$ cat src/rtl/pipe_trace_monitor_if.sv
// rtl/pipe_trace_monitor_if.sv - random-access trace read port
// Purpose: groups the trace read request/response signals.
// Ports:
//   rd_en, rd_addr           request (addr 0 = oldest valid entry)
//   rd_valid, rd_data,
//   rd_cycle                 registered response, one cycle after request
// Modports: master drives requests, slave (the monitor) drives responses.
interface pipe_trace_monitor_if #(
  parameter int AW    = 3,
  parameter int DW    = 64,
  parameter int CNT_W = 32
) ();
  logic             rd_en;
  logic [AW-1:0]    rd_addr;
  logic             rd_valid;
  logic [DW-1:0]    rd_data;
  logic [CNT_W-1:0] rd_cycle;

  modport master (
    output rd_en, rd_addr,
    input  rd_valid, rd_data, rd_cycle
  );

  modport slave (
    input  rd_en, rd_addr,
    output rd_valid, rd_data, rd_cycle
  );
endinterface

$ cat src/rtl/pipe_trace_monitor.sv
// rtl/pipe_trace_monitor.sv - core reset sequencer, cycle counter and pipeline trace capture
// Purpose: holds the core in reset for RST_HOLD cycles, counts core cycles,
//   captures masked probe channels plus timestamps into a circular buffer
//   until a stop event (halt, opcode error, function error, timeout) and
//   a configurable number of post-trigger samples, then serves read-back.
// Ports:
//   clock, reset        rising-edge clock, synchronous active-low reset
//   core_reset          active-high reset to the core
//   probe, ch_en        probe channels and capture mask
//   halt, op_err,
//   fn_err              stop events from the core
//   arm, post_trig      capture start and post-trigger sample count
//   state, cycle_count,
//   stop_cause, done,
//   entries             status
//   rd                  read port (slave side)
module pipe_trace_monitor #(
  parameter int NUM_CH     = 4,
  parameter int CH_W       = 16,
  parameter int DEPTH      = 8,
  parameter int RST_HOLD   = 2,
  parameter int MAX_CYCLES = 0,
  parameter int CNT_W      = 32,
  localparam int AW        = $clog2(DEPTH),
  localparam int DW        = NUM_CH * CH_W
) (
  input  logic              clock,
  input  logic              reset,
  output logic              core_reset,
  input  logic [DW-1:0]     probe,
  input  logic [NUM_CH-1:0] ch_en,
  input  logic              halt,
  input  logic              op_err,
  input  logic              fn_err,
  input  logic              arm,
  input  logic [AW:0]       post_trig,
  output logic [2:0]        state,
  output logic [CNT_W-1:0]  cycle_count,
  output logic [3:0]        stop_cause,
  output logic              done,
  output logic [AW:0]       entries,
  pipe_trace_monitor_if.slave rd
);

  localparam int HW = (RST_HOLD < 1) ? 1 : $clog2(RST_HOLD + 1);
  localparam logic [HW-1:0]    HOLD_INIT = HW'(RST_HOLD);
  localparam logic [AW:0]      DEPTH_E   = (AW + 1)'(DEPTH);
  localparam logic [AW:0]      POST_MAX  = (AW + 1)'(DEPTH - 1);
  localparam logic [CNT_W-1:0] MAX_C     = CNT_W'(MAX_CYCLES);

  typedef enum logic [2:0] {
    S_HOLD  = 3'd0,
    S_IDLE  = 3'd1,
    S_ARMED = 3'd2,
    S_POST  = 3'd3,
    S_DONE  = 3'd4
  } state_t;

  state_t           r_state;
  state_t           w_state_nxt;
  logic [HW-1:0]    r_hold_cnt;
  logic [CNT_W-1:0] r_cycle;
  logic [3:0]       r_stop;
  logic [AW:0]      r_entries;
  logic [AW-1:0]    r_wr_ptr;
  logic [AW:0]      r_post_cnt;
  logic             r_rd_valid;
  logic [DW-1:0]    r_rd_data;
  logic [CNT_W-1:0] r_rd_cycle;

  logic [DW-1:0]    r_mem_data [DEPTH];
  logic [CNT_W-1:0] r_mem_cyc  [DEPTH];

  logic             w_active;
  logic             w_timeout;
  logic [3:0]       w_trig_bits;
  logic             w_trig;
  logic             w_wr;
  logic             w_latch;
  logic [AW:0]      w_post_clamp;
  logic [DW-1:0]    w_masked;
  logic [AW-1:0]    w_rd_idx;
  logic             w_rd_ok;

  assign w_active     = (r_state == S_IDLE) || (r_state == S_ARMED) || (r_state == S_POST);
  assign w_timeout    = (MAX_CYCLES != 0) && (r_cycle >= MAX_C);
  assign w_trig_bits  = {w_timeout, fn_err, op_err, halt};
  assign w_trig       = w_active && (|w_trig_bits);
  assign w_post_clamp = (post_trig > POST_MAX) ? POST_MAX : post_trig;

  // Oldest entry sits 'entries' slots behind the write pointer; with a full
  // buffer the low AW bits of entries are zero, so this is wr_ptr itself.
  assign w_rd_idx = r_wr_ptr - r_entries[AW-1:0] + rd.rd_addr;
  assign w_rd_ok  = rd.rd_en && (r_state == S_DONE) && ({1'b0, rd.rd_addr} < r_entries);

  always_comb begin
    w_masked = '0;
    for (int i = 0; i < NUM_CH; i++) begin
      if (ch_en[i]) begin
        w_masked[i*CH_W +: CH_W] = probe[i*CH_W +: CH_W];
      end
    end
  end

  always_ff @(posedge clock) begin
    if (!reset) begin
      r_state <= S_HOLD;
    end else begin
      r_state <= w_state_nxt;
    end
  end

  always_comb begin
    w_state_nxt = r_state;
    w_wr        = 1'b0;
    w_latch     = 1'b0;
    case (r_state)
      S_HOLD: begin
        if (r_hold_cnt == '0) begin
          w_state_nxt = S_IDLE;
        end
      end
      S_IDLE: begin
        if (w_trig) begin
          w_latch     = 1'b1;
          w_state_nxt = S_DONE;
        end else if (arm) begin
          w_state_nxt = S_ARMED;
        end
      end
      S_ARMED: begin
        w_wr = 1'b1;
        if (w_trig) begin
          w_latch     = 1'b1;
          w_state_nxt = (w_post_clamp == '0) ? S_DONE : S_POST;
        end
      end
      S_POST: begin
        w_wr = 1'b1;
        if (r_post_cnt <= (AW + 1)'(1)) begin
          w_state_nxt = S_DONE;
        end
      end
      S_DONE: begin
        w_state_nxt = S_DONE;
      end
      default: begin
        w_state_nxt = S_HOLD;
      end
    endcase
  end

  always_ff @(posedge clock) begin
    if (!reset) begin
      r_hold_cnt <= HOLD_INIT;
      r_cycle    <= '0;
      r_stop     <= '0;
      r_entries  <= '0;
      r_wr_ptr   <= '0;
      r_post_cnt <= '0;
      r_rd_valid <= 1'b0;
      r_rd_data  <= '0;
      r_rd_cycle <= '0;
    end else begin
      if ((r_state == S_HOLD) && (r_hold_cnt != '0)) begin
        r_hold_cnt <= r_hold_cnt - 1'b1;
      end
      if (w_active && (r_cycle != '1)) begin
        r_cycle <= r_cycle + 1'b1;
      end
      if (w_latch) begin
        r_stop <= w_trig_bits;
      end
      if (w_latch && (r_state == S_ARMED)) begin
        r_post_cnt <= w_post_clamp;
      end else if (r_state == S_POST) begin
        r_post_cnt <= r_post_cnt - 1'b1;
      end
      if (w_wr) begin
        r_wr_ptr <= r_wr_ptr + 1'b1;
        if (r_entries != DEPTH_E) begin
          r_entries <= r_entries + 1'b1;
        end
      end
      if (w_rd_ok) begin
        r_rd_valid <= 1'b1;
        r_rd_data  <= r_mem_data[w_rd_idx];
        r_rd_cycle <= r_mem_cyc[w_rd_idx];
      end else begin
        r_rd_valid <= 1'b0;
        r_rd_data  <= '0;
        r_rd_cycle <= '0;
      end
    end
  end

  // Trace RAM keeps its contents across reset; only the write is gated.
  always_ff @(posedge clock) begin
    if (reset && w_wr) begin
      r_mem_data[r_wr_ptr] <= w_masked;
      r_mem_cyc[r_wr_ptr]  <= r_cycle;
    end
  end

  assign core_reset  = (r_state == S_HOLD);
  assign state       = r_state;
  assign cycle_count = r_cycle;
  assign stop_cause  = r_stop;
  assign done        = (r_state == S_DONE);
  assign entries     = r_entries;
  assign rd.rd_valid = r_rd_valid;
  assign rd.rd_data  = r_rd_data;
  assign rd.rd_cycle = r_rd_cycle;

endmodule

$ cat src/flat_wrapper.sv
// flat-port wrapper written by rule: the top's interface ports become plain ports
module pipe_trace_monitor_flat 
#(
  parameter int NUM_CH     = 4,
  parameter int CH_W       = 16,
  parameter int DEPTH      = 8,
  parameter int RST_HOLD   = 2,
  parameter int MAX_CYCLES = 0,
  parameter int CNT_W      = 32,
  localparam int AW        = $clog2(DEPTH),
  localparam int DW        = NUM_CH * CH_W
)
  (clock, reset, core_reset, probe, ch_en, halt, op_err, fn_err, arm, post_trig, state, cycle_count, stop_cause, done, entries, rd_rd_en, rd_rd_addr, rd_rd_valid, rd_rd_data, rd_rd_cycle);
  pipe_trace_monitor_if #(.AW(3), .DW(64), .CNT_W(CNT_W)) rd_i ();
  input  logic clock;
  input  logic reset;
  output logic core_reset;
  input  logic [DW-1:0] probe;
  input  logic [NUM_CH-1:0] ch_en;
  input  logic halt;
  input  logic op_err;
  input  logic fn_err;
  input  logic arm;
  input  logic [AW:0] post_trig;
  output logic [2:0] state;
  output logic [CNT_W-1:0] cycle_count;
  output logic [3:0] stop_cause;
  output logic done;
  output logic [AW:0] entries;
  input wire logic [$bits(rd_i.rd_en)-1:0] rd_rd_en;
  input wire logic [$bits(rd_i.rd_addr)-1:0] rd_rd_addr;
  output wire logic [$bits(rd_i.rd_valid)-1:0] rd_rd_valid;
  output wire logic [$bits(rd_i.rd_data)-1:0] rd_rd_data;
  output wire logic [$bits(rd_i.rd_cycle)-1:0] rd_rd_cycle;
  assign rd_i.rd_en = rd_rd_en;
  assign rd_i.rd_addr = rd_rd_addr;
  assign rd_rd_valid = rd_i.rd_valid;
  assign rd_rd_data = rd_i.rd_data;
  assign rd_rd_cycle = rd_i.rd_cycle;
  pipe_trace_monitor #(.NUM_CH(NUM_CH), .CH_W(CH_W), .DEPTH(DEPTH), .RST_HOLD(RST_HOLD), .MAX_CYCLES(MAX_CYCLES), .CNT_W(CNT_W)) u_core (.clock(clock), .reset(reset), .core_reset(core_reset), .probe(probe), .ch_en(ch_en), .halt(halt), .op_err(op_err), .fn_err(fn_err), .arm(arm), .post_trig(post_trig), .state(state), .cycle_count(cycle_count), .stop_cause(stop_cause), .done(done), .entries(entries), .rd(rd_i));
endmodule
$ cat config.mk
export PLATFORM = sky130hd
export DESIGN_NAME = pipe_trace_monitor_flat
export DESIGN_NICKNAME = d
export VERILOG_FILES = /design/src/rtl/pipe_trace_monitor_if.sv /design/src/rtl/pipe_trace_monitor.sv /design/src/flat_wrapper.sv
export SDC_FILE = /design/constraint.sdc
export NUM_CORES = 1
export LEC_CHECK = 0
export CAP_MARGIN = 5
export CORE_ASPECT_RATIO = 0.6
export CORE_UTILIZATION = 63
export DETAILED_ROUTE_END_ITERATION = 7
export GPL_TIMING_DRIVEN = 0
export PLACE_DENSITY = 0.84
export SETUP_SLACK_MARGIN = 0.1
export SYNTH_ARGS = -nofsm -noshare
export SYNTH_HDL_FRONTEND = slang
export SYNTH_SLANG_ARGS = --single-unit
$ cat constraint.sdc
create_clock -name clock -period 19.2 [get_ports clock]
set_clock_uncertainty 0.2 [all_clocks]
set_input_delay 3.84 -clock clock [delete_from_list [all_inputs] [get_ports clock]]
set_output_delay 3.84 -clock clock [all_outputs]
set_load 0.01 [all_outputs]
# == After elaboration in Yosys (flattened, before gate mapping) ==
# Memories as Yosys holds them, arrays and structs flattened. A register that Yosys moved wholly into a read port is not among the register bits.
# Cells that the tools add are included.
# word_totals
word_cells,72
output_inout_bits,142
register_bits,52
inputBits,82
n_memories,2
ram_bits,768
# memory_table
name,depth,width,rd,rd_clocked_by_memory_dff,write_ports,line,text
u_core.r_mem_data,8,64,1,1,1,pipe_trace_monitor.sv:71,logic [DW-1:0] r_mem_data [DEPTH];
u_core.r_mem_cyc,8,32,1,1,1,pipe_trace_monitor.sv:72,logic [CNT_W-1:0] r_mem_cyc [DEPTH];
# classes
muxes,20
order_cmp,3
add_sub_neg,7
reduce_logical,22
eq_ne,10
# ops
op,count
two-way mux 16 bit,4
adder 32 x 1 -> 32 bit (second input constant),1
inequality test 32 bit (second input constant),1
two-way mux 3 bit,6
case mux 3 bit (5 select lines),1
two-way mux 4 bit,3
logical AND 1 bit,7
equality test 3 x 2 -> 1 bit (second input constant),2
two-way mux 1 bit,6
adder 4 x 1 -> 4 bit (second input constant),1
greater-than comparator 4 x 3 -> 1 bit (second input constant),1
less-or-equal comparator 4 x 1 -> 1 bit (second input constant),1
logical NOT 4 bit,1
less-than comparator 3 x 4 -> 1 bit,1
inequality test 2 x 1 -> 1 bit (second input constant),2
inequality test 4 bit (second input constant),1
AND reduction 2 bit,2
AND reduction 4 bit,1
nonzero test 2 bit,2
OR reduction 2 bit,2
subtractor 4 x 1 -> 4 bit (second input constant),1
adder 3 x 1 -> 3 bit (second input constant),1
adder 3 bit,1
equality test 3 x 1 -> 1 bit (second input constant),1
other kinds (10),12

# == Logic depth before layout (Yosys ltp) ==
# Gate-level depths: netlist (run 1).
# depth
ltp_word,8
ltp_mapped,12
depth_no_buf,10

# == Worst setup path after synthesis (run 1) ==
# Ideal clock, no wire load.
# synth_path
path_kind,in2reg
start,in reset
end,"mem u_core.r_mem_cyc[4][0], enable pin"
n_path_buf,1
cell_stages,3
arrival_ps,10792
path_slack_ps,7540
cell_sequence,clkbuf_1 -> nand3_1 -> nor3_1
# synth_via
elab_chain_cells,3
# synth_lines
element,line,text
start: declaration,flat_wrapper.sv:16,input logic reset;
logical AND 1 bit,pipe_trace_monitor.sv:199,if (reset && w_wr) begin
two-way mux 1 bit,pipe_trace_monitor.sv:199,
two-way mux 1 bit (implied by the code),pipe_trace_monitor.sv:201,r_mem_cyc[r_wr_ptr] <= r_cycle;
end: declaration,pipe_trace_monitor.sv:72,
# Every way passes these cells.

# == Worst setup path in the final report (run 1) ==
# layout_path
start,in rd_rd_addr[1]
end,"reg u_core.r_rd_cycle[13] (netlist: u_core.rd.rd_cycle[13]), read port of u_core.r_mem_cyc"
# layout_via
elab_chain_cells,4
word_cells_on_any_way,5
# layout_lines
element,line,text
start: declaration,flat_wrapper.sv:31,input wire logic [$bits(rd_i.rd_addr)-1:0] rd_rd_addr;
less-than comparator 3 x 4 -> 1 bit,pipe_trace_monitor.sv:94,"assign w_rd_ok = rd.rd_en && (r_state == S_DONE) && ({1'b0, rd.rd_addr} < r_entries);"
logical AND 1 bit,pipe_trace_monitor.sv:94,
AND reduction 2 bit (no line),n/a,
logical NOT 1 bit (no line),n/a,
end: declaration,pipe_trace_monitor.sv:69,logic [CNT_W-1:0] r_rd_cycle;
# Parallel ways exist; a longest one is shown, timed or not.
# A chain may end at the register's enable or synchronous reset.

==> results of run 1 <==
==> final cells by class <==
type                            count  area [sq um]
Tap cell                          703           880
Multi-Input combinational cell    797          7630
Timing Repair Buffer              268          2960
Clock inverter                     25           238
Sequential cell                   916         26000
Fill cell                        2769         12500
Inverter                           25          93.8
Antenna cell                        1          2.50
Clock buffer                      116          2260
Buffer                             92           418
==> registers in the layout (all words and copies together) (netlist names) <==
signal / count
u_core.state: 3
u_core.entries: 4
u_core.r_mem_cyc: 256
u_core.stop_cause: 3
u_core.r_mem_data: 512
u_core.r_post_cnt: 4
u_core.rd.rd_data: 64
u_core.r_wr_ptr: 3
u_core.r_hold_cnt: 2
u_core.cycle_count: 32
u_core.rd.rd_valid: 1
u_core.rd.rd_cycle: 32
==> cells by family (layout without fill, tap and decap cells) <==
logic type      count (synthesis)  after routing
mux                           200            200
buf+inv                       117            526
compound gates                169            169
simple gates                  397            397
fa+ha+maj                      13             13
xor+xnor                       17             17
flops                         916            916
other cells                     1              2
==> placed cells by master, fill, tap and decap left out, types with 14 or more instances in the layout <==
cell type,n
buf_6,24
mux4_2,192
o21ai_0,18
dfxtp_1,148
clkbuf_16,81
a21oi_1,122
and2_1,64
inv_1,25
clkbuf_1,74
or3_1,17
buf_2,37
buf_12,18
edfxtp_1,768
nand3_1,14
nor2_1,28
clkdlybuf4s50_1,221
nand2_1,213
==> metal layers <==
layer | vias to the layer above | GRT usage [%]
li1 | 7857 | -
met1 | 9596 | 41.6
met2 | 1172 | 47.7
met3 | 190 | 5.85
met4 | 0 | 10.4
met5 | - | 0
==> power breakdown <==
| group | switching [mW] | internal [mW] |
|---|---|---|
| Combinational | 0.209 | 0.163 |
| Sequential | 0.00998 | 2.15 |
| Clock | 0.685 | 0.882 |
| Total | 0.904 | 3.20 |
==> per-stage QoR <==
step	power [mW]	setup WS, ns	instances
6_report	4.10	11.52	2943
5_1_grt	4.21	11.45	2943
4_1_cts	4.11	11.64	2942
3_5_place_dp	2.57	11.06	2801
3_3_place_gp	2.56	0.736	2754
2_1_floorplan	2.45	7.54	1830
==> final timing paths <==
kind / startpoint / to / slack (ns) / cells past startpoint
max: rd_rd_addr[1] / u_core.rd.rd_cycle[13] / 11.52 / 10
min reg2reg: u_core.stop_cause[0] / u_core.stop_cause[0] / 0.31 / 2
min: u_core.stop_cause[0] / u_core.stop_cause[0] / 0.31 / 2
max reg2reg: u_core.r_wr_ptr[0] / u_core.rd.rd_cycle[13] / 14.65 / 12
==> worst register-to-register path, cell delays in order (launching register included) <==
cell     delay (ns)
dfxtp_1        0.48
inv_1          0.13
ha_1           0.29
inv_1          0.06
ha_1           0.13
inv_1          0.05
fa_1           0.44
xor2_1         0.22
xnor2_1        1.09
buf_2          0.47
buf_2          0.34
nand2_1        0.12
a21oi_1        0.37
==> out/metrics.csv, run 1 <==
stage,metric,value,unit
synth,synth_seq_area_share,76.3,%
synth,synthXorXnorAreaFrac,0.437,%
die,core,53000,sq um
cts,post_cts_buffers,0,
power,peakVddDrop,68.9,uV
detailed_routing,wl_met1,30700,um
sta,worst_pin_slew,1.38,ns
synth,async_flop_share,0,%
grt,grt-ovfl-total,0,
detailed_routing,vias,18815,
place,placed_cell_area,38000,sq um
cts,cts_resized,0,
synth,synth_mux_area_share,12.9,%
synth,synth_edf_count,768,
setup_path,cp_slowest_cell,xnor2_1,
setup_path,crit_type,in2reg,
synth,synth_top_area_share,67.6,%
setup_path,arrival,7.94,ns
synth,ys_types,56,
synth,synthAdderAreaFrac,0.521,%
synth,syn_nets,1925,
cts,cts_tree,built,
cells_and_area,final_util,76.4,%
grt,grt_first_pass_wirelength,119000,um
cts,clock_sinks,916,
synth,synth_top_family_by_area,multiplexers,
detailed_routing,drtPass1Iterations,5,
detailed_routing,wl_per_cell,27.4,um
setup_path,path_delay_family,buffers and inverters,
synth,yosysWarnings,0,
synth,synth_cells,1830,
cts,ctsHoldBuffers,0,
synth,synth_area,34100,sq um
cts,clockRootBuffer,clkbuf_16,
die,die-area,55100,sq um
detailed_routing,antenna_left,0,
detailed_routing,drc,0,
place,dp.final_hpwl,48700,um
synth,yosysTopAreaCell,edfxtp_1,
place,port_buffers,221,
synth,yosys.area_share.simple,5.56,%
setup_path,path_cells,"clkdlybuf4s50_1, inv_1, fa_1, fa_1, xor2_1, xnor2_1, buf_2, buf_2, nand2_1, a21oi_1",
synth,yosysMostFrequentCell,edfxtp_1,
cts,path_clk_slew,0.07,ns
job,drv_cap,0,
synth,ys_ff_latch,916,
die,start_util,64.3,%
sta,fin_crit_sh,40.0,%
setup_path,required,19.46,ns
sta,hold_viol,0,
outcome,outcome,completed,
grt,grt_max_degree,27,
detailed_routing,wl,80500,um
grt,grt_pass1_vias,19186,
power,leakage,13.3,nW
cts,htree_levels,3,
cts,clockBufferDepth,3,
detailed_routing,vias_per_cell,6.39,
sta,slew_violations,0,
setup_path,cpPeakStageDelay,1.09,ns
setup_path,cp-end-kind,register,
place,gp_congestion,0.804,
cells_and_area,design_area,40500,sq um
synth,avgSynthCellArea,18.6,sq um
cts,clk_latency,0.60,ns
die,pin_count,224,
detailed_routing,drt-initial-drc-count,2302,
sta,max_freq,130,MHz
setup_path,critPathLaunchType,input port,
power,powerDensity,101,nW/um^2
min_path,hold_path.class,reg2reg,
cells_and_area,fin_nets,2273,
cts,cts_buffers,78,
die,die_h,182,um
sta,setup_tns,0,ns
sta,holdWs,0.314,ns
grt,antenna_found_initial,1,
cells_and_area,syn_to_final_growth,18.8,%
setup_path,crit_buf_inv,4,
detailed_routing,wl_met3,7800,um
sta,slew_headroom,7.57,%
synth,synth_ff_type,edfxtp_1,
setup_path,crit_path_max_fanout,10,
detailed_routing,met2_length,39500,um
synth,synth_common_cells,"edfxtp_1 (768), nand2_1 (213), mux4_2 (192), dfxtp_1 (148), a21oi_1 (122)",
die,fp.dieW,302,um
grt,grt_usage,29.8,%
sta,finalSetupViolCount,0,
sta,rsz0062_at_grt,false,
synth,synth_compound_area_share,2.76,%
detailed_routing,top_layer,met4,
cells_and_area,drive_gt1_share,18.2,%
sta,period_needed,7.68,ns
die,rows,65,
synth,synthTopCellsByArea,"edfxtp_1 (68%), mux4_2 (13%), dfxtp_1 (8.7%), nand2_1 (2.3%), a21oi_1 (1.8%)",
(Power assumes the default switching activity.)
==> run 2, diff against run 1 <==
- CORE_UTILIZATION: 63 -> 59
- PLACE_DENSITY: 0.84 -> 0.8
- clock period: 19.2 -> 7.3 ns (I/O delays scaled with it)
==> out/metrics.csv, run 2 (same netlist as run 1, synthesis figures left out) <==
stage,metric,value,unit,change
grt,grt_pass1_vias,18772,,was 19186
grt,grt_max_degree,27,,unchanged
cts,ctsHoldBuffers,0,,unchanged
sta,finalWorstSetupSlack,1.80,ns,was 11.52 ns
sta,hold_viol,0,,unchanged
place,gp_congestion,0.782,,was 0.804
die,start_util,60.5,%,was 64.3%
detailed_routing,top_layer,met4,,unchanged
power,powerDensity,265,nW/um^2,was 101 nW/um^2
setup_path,ff2ff_path_depth,12,,unchanged
grt,grt_usage,27.3,%,was 29.8%
sta,max_freq,182,MHz,
cts,htree_levels,3,,unchanged
die,die_h,188,um,was 182 um
sta,worst_pin_slew,1.45,ns,was 1.38 ns
sta,finalSetupViolCount,0,,unchanged
min_path,min_path_cells,2,,unchanged
detailed_routing,drc,0,,unchanged
sta,fin_crit_sh,75.3,%,
setup_path,critPathLaunchType,input port,,unchanged
setup_path,arrival,5.76,ns,was 7.94 ns
detailed_routing,drt-initial-drc-count,2180,,was 2302
sta,rsz0062_at_grt,false,,unchanged
place,port_buffers,221,,unchanged
die,pin_count,224,,unchanged
sta,setup_tns,0,ns,unchanged
grt,antenna_found_initial,0,,was 1
cts,clockBufferDepth,3,,unchanged
detailed_routing,drtPass1Iterations,7,,was 5
sta,period_needed,5.50,ns,
cells_and_area,mostFrequentLayoutCells,"edfxtp_1 (768), clkdlybuf4s50_1 (221), nand2_1 (213)",,unchanged
setup_path,required,7.56,ns,was 19.46 ns
die,rows,67,,was 65
cts,path_clk_slew,0.07,ns,about the same
detailed_routing,wl_per_cell,26.5,um,was 27.4 um
detailed_routing,vias_per_cell,6.21,,was 6.39
die,fp.dieW,312,um,was 302 um
cells_and_area,final_common_cell,edfxtp_1,,unchanged
detailed_routing,wl_met3,7530,um,was 7800 um
sta,slew_violations,0,,unchanged
place,dp.cells,2851,,was 2801
place,dp.final_hpwl,49500,um,was 48700 um
cells_and_area,syn_to_final_growth,19.7,%,was 18.8%
cells_and_area,antennaDiodeCount,0,,was 1
min_path,hold_path.class,reg2reg,,unchanged
cts,clockRootBuffer,clkbuf_16,,unchanged
power,leakage,13.4,nW,was 13.3 nW
sta,slew_headroom,3.01,%,was 7.57%
cells_and_area,layoutNonFillerInstCount,2995,,was 2943
cts,cts_tree,built,,unchanged
setup_path,crit_path_max_fanout,10,,unchanged
detailed_routing,met2_length,38500,um,was 39500 um
cts,cts_resized,0,,unchanged
grt,grt_first_pass_wirelength,117000,um,was 119000 um
cells_and_area,fin_nets,2266,,was 2273
detailed_routing,wl_met1,30800,um,was 30700 um
cts,clock_sinks,916,,unchanged
detailed_routing,wl,79300,um,was 80500 um
place,post-place-ws,1.41,ns,was 11.06 ns
detailed_routing,vias,18587,,was 18815
die,core,56400,sq um,was 53000 sq um
grt,grt-ovfl-total,0,,unchanged
cells_and_area,largest_reg_flops,512,,unchanged
job,drv_cap,0,,unchanged
setup_path,cp-end-kind,register,,unchanged
setup_path,crit_type,in2reg,,unchanged
power,peakVddDrop,174,uV,was 68.9 uV
cts,post_cts_buffers,0,,unchanged
outcome,outcome,completed,,unchanged
cts,clk_latency,0.63,ns,was 0.60 ns
cells_and_area,drive_gt1_share,18.2,%,about the same
detailed_routing,antenna_left,0,,unchanged
die,die-area,58800,sq um,was 55100 sq um
cells_and_area,top_register,u_core.r_mem_data,,unchanged
cts,cts_buffers,77,,was 78
run 2: cell count changes in the layout (fill, tap and decap cells not counted), sizes merged:
cell      change
bufinv        +2
clkbuf        -8
diode         -1
clkinv        +3
clkinvlp      +1
inv           +5
buf           -6
run 2: stage by stage:
step	utilization [%]	hold slack, ns	cell area [sq um]	power [mW]
after floorplan	-	0.255	34100	6.44
final	72.3	0.325	40800	10.8
after global routing	72.3	0.347	40800	11.1
after CTS	72.3	0.322	40800	10.9
after global placement	66.1	0.278	37300	6.74
after detailed placement	67.8	0.284	38300	6.77
run 2: path summary, 6_finish.rpt:
kind	from	to	slack, ns
max	rd_rd_addr[1]	u_core.rd.rd_cycle[17]	1.80
min	u_core.r_hold_cnt[1]	u_core.r_hold_cnt[1]	0.33
max reg2reg	u_core.r_wr_ptr[0]	u_core.rd.rd_cycle[17]	2.46
min reg2reg	u_core.r_hold_cnt[1]	u_core.r_hold_cnt[1]	0.33
run 2: final cells by class:
cell class	count	area (sq um)
timing repair buffer	262	3150
buffer	92	418
fill	3239	15600
sequential	916	26000
tap	759	950
clock buffer	108	2180
clock inverter	36	363
inverter	25	93.8
multi-input combinational	797	7640
run 2: critical path: stages:
cell             delay [ns]
clkdlybuf4s50_1        0.49
inv_1                  0.08
fa_1                   0.51
fa_1                   0.41
xor2_1                 0.35
xor2_1                 1.15
buf_2                  0.45
buf_2                  0.34
nand2_1                0.09
a21oi_1                0.42
run 2: metal layers:
metal | up-vias | track usage (%)
li1 | 7842 | -
met1 | 9476 | 38.7
met2 | 1097 | 43.2
met3 | 172 | 5.21
met4 | 0 | 9.50
met5 | - | 0
run 2: power breakdown:
| group | total, mW | internal [mW] | switching, mW |
|---|---|---|---|
| clock network | 4.15 | 2.34 | 1.81 |
| registers | 5.69 | 5.67 | 0.0261 |
| logic | 0.973 | 0.430 | 0.543 |
==> run 3, diff against run 2 <==
- clock period: 7.3 -> 5.1 ns (I/O delays scaled with it)
==> out/metrics.csv, run 3 (same netlist as run 1, synthesis figures left out) <==
stage,metric,value,unit,change
cells_and_area,largest_reg_flops,512,,unchanged
setup_path,required,5.36,ns,was 7.56 ns
cts,clockBufferDepth,3,,unchanged
die,die_h,188,um,unchanged
job,drv_cap,0,,unchanged
grt,antenna_found_initial,0,,unchanged
cts,clock_sinks,916,,unchanged
min_path,hold_path.class,reg2reg,,unchanged
sta,rsz0062_at_grt,false,,unchanged
die,start_util,60.5,%,unchanged
cts,path_clk_slew,0.07,ns,about the same
cts,clockRootBuffer,clkbuf_16,,unchanged
outcome,outcome,completed,,unchanged
detailed_routing,antenna_left,0,,unchanged
power,leakage,13.4,nW,about the same
min_path,worstHoldEndpoint,u_core.r_hold_cnt[1],,unchanged
die,core,56400,sq um,unchanged
sta,slew_violations,0,,unchanged
setup_path,reg2reg_from,u_core.r_wr_ptr[0],,unchanged
die,pin_count,224,,unchanged
detailed_routing,wl_per_cell,26.5,um,about the same
sta,hold_viol,0,,unchanged
cells_and_area,final_common_cell,edfxtp_1,,unchanged
place,dp.cells,2851,,unchanged
cts,cts_buffers,77,,unchanged
cells_and_area,fin_nets,2266,,unchanged
cts,ctsHoldBuffers,0,,unchanged
detailed_routing,drtPass1Iterations,6,,was 7
cells_and_area,syn_to_final_growth,19.7,%,about the same
die,die-area,58800,sq um,unchanged
setup_path,reg2reg_setup_slack,0.33,ns,was 2.46 ns
sta,slew_headroom,34.2,%,was 3.01%
cells_and_area,layoutNonFillerInstCount,2995,,unchanged
grt,grt_pass1_vias,18772,,unchanged
place,dp.final_hpwl,49500,um,unchanged
place,port_buffers,221,,unchanged
min_path,hp-start,u_core.r_hold_cnt[1],,unchanged
power,peakVddDrop,250,uV,was 174 uV
detailed_routing,vias,18495,,was 18587
setup_path,ff2ff_path_depth,11,,was 12
setup_path,arrival,5.24,ns,was 5.76 ns
setup_path,crit_path_max_fanout,10,,unchanged
detailed_routing,vias_per_cell,6.18,,was 6.21
cells_and_area,top_register,u_core.r_mem_data,,unchanged
grt,grt-ovfl-total,0,,unchanged
die,rows,67,,unchanged
grt,grt_usage,27.3,%,unchanged
cts,htree_levels,3,,unchanged
sta,holdWs,0.326,ns,was 0.325 ns
sta,worst_pin_slew,0.988,ns,was 1.45 ns
detailed_routing,drc,0,,unchanged
place,gp_congestion,0.782,,unchanged
cts,clk_latency,0.63,ns,about the same
detailed_routing,wl,79400,um,was 79300 um
sta,finalSetupViolCount,0,,unchanged
grt,grt_max_degree,27,,unchanged
setup_path,critPathLaunchType,input port,,unchanged
setup_path,crit_type,in2reg,,unchanged
power,powerDensity,380,nW/um^2,was 265 nW/um^2
cells_and_area,mostFrequentLayoutCells,"edfxtp_1 (768), clkdlybuf4s50_1 (221), nand2_1 (213)",,unchanged
cells_and_area,drive_gt1_share,18.2,%,about the same
min_path,min_path_cells,2,,unchanged
setup_path,worstReg2RegEnd,u_core.rd.rd_cycle[17],,unchanged
die,fp.dieW,312,um,unchanged
detailed_routing,drt-initial-drc-count,2073,,was 2180
setup_path,cp-end-kind,register,,unchanged
cells_and_area,antennaDiodeCount,0,,unchanged
sta,period_needed,4.98,ns,
sta,fin_crit_sh,97.7,%,
cts,cts_tree,built,,unchanged
sta,max_freq,201,MHz,
grt,grt_first_pass_wirelength,117000,um,unchanged
==> run 3: worst max-delay path by stage <==
stage                     cells after the start  slack, ns                      end          start
after CTS                                    10       0.23   u_core.rd.rd_cycle[17]  rd_rd_addr[1]
after global placement                        3      -5.66  u_core.r_mem_data[2][9]          reset
after floorplan                               3      -1.17   u_core.r_mem_cyc[5][0]          reset
final                                         9       0.12   u_core.rd.rd_cycle[17]  rd_rd_addr[1]
after detailed placement                     10      -0.35   u_core.rd.rd_cycle[17]  rd_rd_addr[1]
after global routing                          9       0.13   u_core.rd.rd_cycle[15]  rd_rd_addr[1]
==> run 3: cell type report <==
type	instances	area, sq um
multi-input combinational	797	7650
buffer	92	424
clock buffer	108	2180
fill	3237	15600
timing repair buffer	262	3150
sequential	916	26000
clock inverter	36	363
inverter	25	93.8
tap	759	950
==> run 3: report_power, final <==
part / total (mW) / internal (mW) / switching (mW)
Sequential: 8.15 / 8.11 / 0.0381
Combinational: 1.40 / 0.616 / 0.781
Clock: 5.95 / 3.35 / 2.60
Total: 15.5 / 12.1 / 3.42
==> run 3: worst max-delay path: stages <==
cell             delay (ns)
clkdlybuf4s50_1        0.49
inv_1                  0.08
fa_1                   0.50
fa_1                   0.75
clkdlybuf4s15_1        0.87
clkbuf_1               0.64
mux4_2                 0.34
nand2_1                0.06
a21oi_1                0.47
==> run 3: routing by layer <==
metal,GRT usage (%),share of wire [%]
met1,38.7,40
met2,43.2,49
met3,5.21,8.9
met4,9.50,2.9
met5,0,0
==> run 3: metrics by stage <==
stage	cell area [sq um]	setup WS, ns	TNS, ns	utilization [%]	power (mW)
5_1_grt	40800	0.131	0	72.4	15.9
4_1_cts	40800	0.226	0	72.3	15.6
3_3_place_gp	37300	-5.66	-4004.48	66.1	9.65
3_5_place_dp	38300	-0.354	-9.87	67.8	9.69
6_report	40800	0.119	0	72.4	15.5
2_1_floorplan	34100	-1.17	-819.32	-	9.22
==> run 3: what timing repair did <==
item / CTS / global route
endpoints found under the setup margin: 0 / 1
endpoints found under the hold margin: 0 / 0
gates resized for setup: 0 / 3
setup buffers: 0 / 0
